File: src/rtl/interp_seq.sv
// Pilot-pair interpolation sequencer: streams S_k = (6-k)*hA + k*hB for k = 0..KMAX.
// Define INTERP_EXTRAP_EN to extend the walk to k = 11 for band-edge extrapolation.
//
// state | meaning
// IDLE  | waiting for a pilot pair, in_ready high
// LOAD  | derive 6*hA and hB-hA from the latched pair
// RUN   | present acc as beat k, step by diff on each accepted beat
module interp_seq #(
  parameter int W  = 16,
  parameter int OW = W + 5
) (
  input  logic                 clk,
  input  logic                 rst,
  input  logic                 in_valid,
  output logic                 in_ready,
  input  logic signed [W-1:0]  h_a,
  input  logic signed [W-1:0]  h_b,
  input  logic                 flush,
  output logic                 out_valid,
  input  logic                 out_ready,
  output logic signed [OW-1:0] out_data,
  output logic [3:0]           out_idx,
  output logic                 out_last,
  output logic                 busy
);

`ifdef INTERP_EXTRAP_EN
  localparam logic [3:0] KMAX = 4'd11;
`else
  localparam logic [3:0] KMAX = 4'd5;
`endif

  typedef enum logic [1:0] {IDLE, LOAD, RUN} state_t;

  state_t state, state_nxt;

  logic signed [W-1:0]  ha_q, hb_q;
  logic signed [W:0]    diff;
  logic signed [OW-1:0] acc;
  logic [3:0]           k;
  logic                 at_kmax;
  logic [OW-1:0]        ha_ext;
  logic [OW-1:0]        ha6;
  logic [OW-1:0]        diff_ext;

  assign at_kmax  = (k == KMAX);
  assign ha_ext   = {{(OW-W){ha_q[W-1]}}, ha_q};
  // 6*hA as (hA<<2)+(hA<<1); OW leaves headroom so nothing is lost
  assign ha6      = (ha_ext << 2) + (ha_ext << 1);
  assign diff_ext = {{(OW-W-1){diff[W]}}, diff};

  always_ff @(posedge clk or negedge rst) begin
    if (!rst) state <= IDLE;
    else      state <= state_nxt;
  end

  always_comb begin
    state_nxt = state;
    case (state)
      IDLE:    if (in_valid) state_nxt = LOAD;
      LOAD:    state_nxt = RUN;
      RUN:     if (out_ready && at_kmax) state_nxt = IDLE;
      default: state_nxt = IDLE;
    endcase
    if (flush) state_nxt = IDLE;
  end

  always_ff @(posedge clk or negedge rst) begin
    if (!rst) begin
      ha_q <= '0;
      hb_q <= '0;
      diff <= '0;
      acc  <= '0;
      k    <= '0;
    end else if (flush) begin
      k <= '0;
    end else begin
      case (state)
        IDLE: begin
          if (in_valid) begin
            ha_q <= h_a;
            hb_q <= h_b;
          end
        end
        LOAD: begin
          diff <= {hb_q[W-1], hb_q} - {ha_q[W-1], ha_q};
          acc  <= ha6;
          k    <= '0;
        end
        RUN: begin
          if (out_ready && !at_kmax) begin
            acc <= acc + diff_ext;
            k   <= k + 4'd1;
          end
        end
        default: ;
      endcase
    end
  end

  assign in_ready  = (state == IDLE);
  assign busy      = (state != IDLE);
  assign out_valid = (state == RUN);
  assign out_data  = acc;
  assign out_idx   = k;
  assign out_last  = (state == RUN) && at_kmax;

endmodule
File: config.mk
export PLATFORM = sky130hd
export DESIGN_NAME = interp_seq
export DESIGN_NICKNAME = d
export VERILOG_FILES = /design/src/rtl/interp_seq.sv
export SDC_FILE = /design/constraint.sdc
export NUM_CORES = 1
export LEC_CHECK = 0
export CAP_MARGIN = 20
export CORE_ASPECT_RATIO = 0.9
export CORE_MARGIN = 3
export CORE_UTILIZATION = 57
export DETAILED_ROUTE_END_ITERATION = 6
export PLACE_DENSITY_LB_ADDON = 0.08
export REMOVE_ABC_BUFFERS = 1
export SYNTH_ARGS = -nofsm -noshare
export SYNTH_HDL_FRONTEND = slang
export SYNTH_SLANG_ARGS = --single-unit
File: constraint.sdc
create_clock -name clk -period 3.7 [get_ports clk]
set_clock_uncertainty 0.2 [all_clocks]
set_input_delay 0.37 -clock clk [delete_from_list [all_inputs] [get_ports clk]]
set_output_delay 0.37 -clock clk [all_outputs]
set_load 0.005 [all_outputs]
==> results of run 1 <==
## per-layer routing
layer	vias up	routed length [um]
li1	2413	-
met1	2371	6280
met2	147	6450
met3	19	744
met4	0	224
met5	-	0
## synthesized netlist by cell type (all sizes together) (3+ instances only)
library cell,instances,area [um2]
nor2b,4,25.0
nor3b,4,30.0
o221ai,3,26.3
o21ai,71,355
and2,3,18.8
a221o,3,30.0
a21oi,37,185
a21o,17,131
a31oi,7,43.8
nor3,11,60.1
o21bai,3,22.5
nand2,65,244
xor2,11,96.3
nand4,5,31.3
nand3,16,80.1
a211oi,18,150
a22oi,4,35.0
mux2,16,180
nand4b,4,35.0
o21a,8,60.1
clkbuf,15,67.6
ha,53,663
fa,3,60.1
mux2i,3,30.0
dfrtp,76,1900
or3,5,31.3
nand3b,4,30.0
a2111oi,4,53.8
o211ai,6,45.0
and3,3,18.8
nor2,44,165
inv,27,101
nand2b,9,63.8
a211o,4,35.0
xnor2,16,140
o31ai,7,57.6
buf,4,26.3
## stage by stage
stage,utilization [%],setup TNS [ns],worst slack (ns)
after global placement,67.9,0,0.879
after global routing,70.6,0,0.615
after detailed placement,67.9,0,0.826
after floorplan,-,-16.40,-0.586
after CTS,70.6,0,0.814
final,70.6,0,0.797
## layout make-up
cell class              count  area (um2)  area share (%)
flip-flops and latches     76        1900            28.9
well taps                 122         153            2.32
inverters                  27         101            1.54
clock buffers              13         169            2.56
clock inverters             3        67.6            1.03
multi-input cells         498        3500            53.1
repair buffers             71         696            10.6
## worst reg2reg max path: stages, from the launching register on
cell and delay, ns:
dfrtp_1 0.46, ha_1 0.28, fa_1 0.43, a211o_1 0.34
a2111oi_4 0.41, nor4_1 0.13, o22ai_1 0.19, xor2_1 0.10
a211oi_1 0.27
## layout by cell type (no fill, tap or decap), types with 8 or more instances in the layout
cell type / instances
ha_1: 53
clkbuf_8: 12
o21ai_0: 69
nand3_1: 16
nand2b_1: 8
clkdlybuf4s50_1: 64
a211oi_1: 15
mux2_2: 16
nand2_1: 65
nor3_1: 10
o21a_1: 8
nor2_1: 44
inv_1: 27
a21o_1: 14
xnor2_1: 16
dfrtp_1: 76
a21oi_1: 37
xor2_1: 11
## final timing paths
check / cells after the start / end
max: 8 / out_data[16]
min: 2 / diff[0]
max reg2reg: 8 / out_data[16]
min reg2reg: 2 / diff[0]
max in group asynchronous: 2 / ha_q[0]
min in group asynchronous: 2 / out_data[1]
## power by group through the flow
| stage | clock network [mW] | registers, mW | logic, mW |
|---|---|---|---|
| finish | 0.740 | 1.37 | 3.22 |
| global route | 0.785 | 1.40 | 3.58 |
| CTS | 0.754 | 1.37 | 3.18 |
| detailed placement | 0 | 1.39 | 3.14 |
| global placement | 0 | 1.37 | 3.04 |
| floorplan | 0 | 1.30 | 2.34 |
## registers in the layout, summed over array words and instances (netlist names)
name	cells
ha_q	16
hb_q	16
state	2
diff	17
out_data	21
out_idx	4
## logic make-up after synthesis
group,after synthesis,synth area share (%)
buf+inv,46,3.49
xor+xnor,27,4.23
compound gates,207,24.6
simple gates,189,16.9
flops,76,34.0
mux,19,3.76
fa+ha+maj,56,12.9
## what timing repair did
action	CTS	global route
buffers inserted	0	0
endpoints found under the hold margin	10	0
hold buffers	1	0
==> flow_summary.ini, run 1 <==
[run_status]
status = finished clean

[layout]
fin_area_um2 = 6590
final_cells = 810
n_antenna_cell = 0
nFillCells = 730
syn_to_final_growth_pct = 17.8
nNetsFinal = 776
drive_above_1_share_pct = 8.14

[floorplanning]
die-area_um2 = 11000
core_um2 = 9330
die_width_um = 110
fp-row-count = 33
start_util_pct = 59.9
io_pins = 66
die_y_um = 100

[global_route]
antenna_found_initial = 0
use_met2_pct = 44.7
grt_use_met1_pct = 34.0
grt_max_degree = 77
grt_util_all_layers_pct = 26.3
grt_pass1_wl_um = 22800
met3_usage_pct = 5.21
overflow = 0
grt-busiest-layer = met2
grt_pass1_vias = 4906

[worst_hold_path]
hp-class = reg -> reg
holdCritStartpoint = diff[0]

[placement]
dp_hpwl_um = 10200
port_buffers = 65
placed_cell_area_um2 = 6340
gp_congestion = 0.902
dp.cells = 793

[power]
p_leak_nw = 2.87
p_clk_share_pct = 13.9
p_comb_share_pct = 60.3
fin_total_pwr_mw = 5.33
internal_power_mw = 3.00
share_seq_of_total_power_pct = 25.8
power.net_switching_mw = 2.33
p_per_area_nw_per_um2 = 809
swShare_pct = 43.8
max-vdd-ir-drop_mv = 0.403

[timing]
fmax_mhz = 345
post-route-period-util_pct = 78.4
rsz0062_at_grt = false
drv_slew = 0
slew_headroom_pct = 34.0
worst_slew_pin_slew_ns = 0.990
hold_violations = 0
fin_crit_ns = 2.90
holdWs_ns = 0.311
setup_violations = 0

[synth]
synth_seq_cells = 76
synthDistinctLibCells = 68
synthesis.area_um2 = 5590
yosysSeqAreaShare_pct = 34.0
async_flop_share_pct = 100
synthCells = 620
synth_ff_type = dfrtp_1
synth_warnings = 0
avgSynthCellArea_um2 = 9.02
synth_edf_count = 0

[drt]
vias = 4950
first_iter_violations = 395
vias_per_cell = 6.11
wirelength_um = 13700
ant_nets = 0
remaining_drc_errors = 0
routedWlPerCell_um = 16.9
drt_pass1_iterations = 4

[worst_setup_path]
critPathBufInv = 0
crit-reg2reg-launch = ha_q[1]
crit_fanout = 5
max_stage_delay_ns = 0.46
crit_type = reg -> reg
regToRegSetupSlack_ns = 0.80
crit_path_end_kind = flip-flop
path_cells = ha_1 > fa_1 > a211o_1 > a2111oi_4 > nor4_1 > o22ai_1 > xor2_1 > a211oi_1
crit_start = ha_q[1]
start_kind = flip-flop
crit_family = compound AO/OA/AOI/OAI gates
cp.required_ns = 3.76
cpMaxStageDelayCell = dfrtp_1
arrival_ns = 2.96

[clock_tree]
cts.path.max_buffers = 2
root_buffer = clkbuf_8
cts_resized = 0
cts_tree = yes
cts.sinks = 76
cts_buffers = 9
htreeDepth = 3
clk_latency_ns = 0.36
cts.clk_slew.worst_paths_ns = 0.08

[run]
maxCapViolations = 0
Note: power is estimated with default switching activity, not from simulation.
==> run 2: changes to the inputs <==
==> constraint.sdc (replaced) <==
create_clock -name clk -period 2.9 [get_ports clk]
set_clock_uncertainty 0.2 [all_clocks]
set_input_delay 0.29 -clock clk [delete_from_list [all_inputs] [get_ports clk]]
set_output_delay 0.29 -clock clk [all_outputs]
set_load 0.005 [all_outputs]
==> flow_summary.ini, run 2 (synthesis results as in run 1) <==
[worst_setup_path]
r2r-end = out_data[20]
critPathBufInv = 0
arrival_ns = 2.81
max_stage_delay_ns = 0.40
path_cells = ha_1 > fa_2 > a211oi_4 > o21a_1 > o211a_1 > o21ai_0 > nand4b_1 > or3b_1
cp.required_ns = 2.94
crit_start = out_data[0]
crit_family = compound AO/OA/AOI/OAI gates
regToRegSetupSlack_ns = 0.13
rr_worst_depth = 8
crit_fanout = 5
cpMaxStageDelayCell = dfrtp_1
crit-reg2reg-launch = out_data[0]
crit_path_end_kind = flip-flop
crit_type = reg -> reg
start_kind = flip-flop

[timing]
fin_crit_ns = 2.77
worst_slack_ns = 0.130
hold_violations = 0
post-route-period-util_pct = 95.5
holdWs_ns = 0.240
rsz0062_at_grt = false
slew_headroom_pct = 48.9
tns_ns = 0
drv_slew = 0
fmax_mhz = 361
worst_slew_pin_slew_ns = 0.760
setup_violations = 0

[drt]
vias = 5039
first_iter_violations = 389
routedWlPerCell_um = 17.2
ant_nets = 0
vias_per_cell = 6.12
drt_pass1_iterations = 5
remaining_drc_errors = 0
wirelength_um = 14200

[placement]
port_buffers = 65
dp.cells = 804
gp_congestion = 0.920
pre_cts_ws_ns = 0.0975
dp_hpwl_um = 10700

[run]
maxCapViolations = 0

[clock_tree]
clk_latency_ns = 0.36
root_buffer = clkbuf_8
htreeDepth = 3
cts_tree = yes
cts.path.max_buffers = 2
cts.clk_slew.worst_paths_ns = 0.08
cts.sinks = 76
cts_buffers = 9

[floorplanning]
start_util_pct = 59.9
die_width_um = 110
io_pins = 66
die-area_um2 = 11000
fp-row-count = 33
die_y_um = 100
core_um2 = 9330

[run_status]
status = finished clean

[layout]
nNetsFinal = 790
drive_above_1_share_pct = 10.5
n_antenna_cell = 0
largest_reg_flops = 21
final_cells = 824
final_cell_mix = 76 x dfrtp_1, 69 x o21ai_0, 65 x nand2_1, 64 x clkdlybuf4s50_1, 52 x ha_1
layout_commonest_cell = dfrtp_1
syn_to_final_growth_pct = 20.3

[global_route]
antenna_found_initial = 0
grt_pass1_vias = 4857
grt_pass1_wl_um = 23200
grt_max_degree = 51
overflow = 0
grt_util_all_layers_pct = 26.6

[power]
p_leak_nw = 2.94
p_per_area_nw_per_um2 = 1030
max-vdd-ir-drop_mv = 0.497

[worst_hold_path]
hp-class = in -> async
run 2: cell types whose count changed in the layout (fill, tap and decap cells not counted):
cell      delta
buf_4       +13
fa_1         -2
fa_2         +2
a211oi_2     -1
a211oi_4     +1
buf_12       +1
ha_1         -1
ha_2         +1
o31ai_1      -1
o31ai_2      +1
run 2: worst max-delay path by stage:
stage              endpoint  cells after the start  slack (ns)
2_1_floorplan       ha_q[0]                      3       -1.39
3_3_place_gp   out_data[14]                      8        0.16
3_5_place_dp   out_data[20]                      8         0.1
4_1_cts        out_data[20]                      8        0.08
5_1_grt        out_data[20]                      8        0.02
6_report       out_data[20]                      8        0.13
run 2: cell type report:
cell class	count	area, um2
repair buffers	85	813
multi-input cells	498	3520
well taps	122	153
clock inverters	3	67.6
fillers	757	2610
flip-flops and latches	76	1900
clock buffers	13	169
inverters	27	101
run 2: what timing repair did:
item,4_1_cts,5_1_grt
setup buffers,0,3
endpoints found under the hold margin,38,0
resized for setup,0,5
hold buffers,1,0
endpoints found under the setup margin,0,2
run 2: power by group:
part / switching (mW) / internal (mW)
combinational: 2.31 / 1.93
clock: 0.387 / 0.556
sequential: 0.337 / 1.41
run 2: through the flow:
step | utilization (%) | cell area, um2 | total power, mW
finish | 72.1 | 6720 | 6.92
CTS | 71.6 | 6680 | 6.82
detailed placement | 69.0 | 6430 | 5.83
floorplan | - | 5500 | 4.64
global route | 72.1 | 6720 | 7.46
global placement | 69.0 | 6430 | 5.69
run 2: metal layers:
layer,track usage [%],share of wire [%],vias up
met5,0,0,-
met4,5.87,1.1,0
met3,3.92,6.1,20
met2,45.8,48,161
met1,35.6,45,2423
li1,-,-,2435
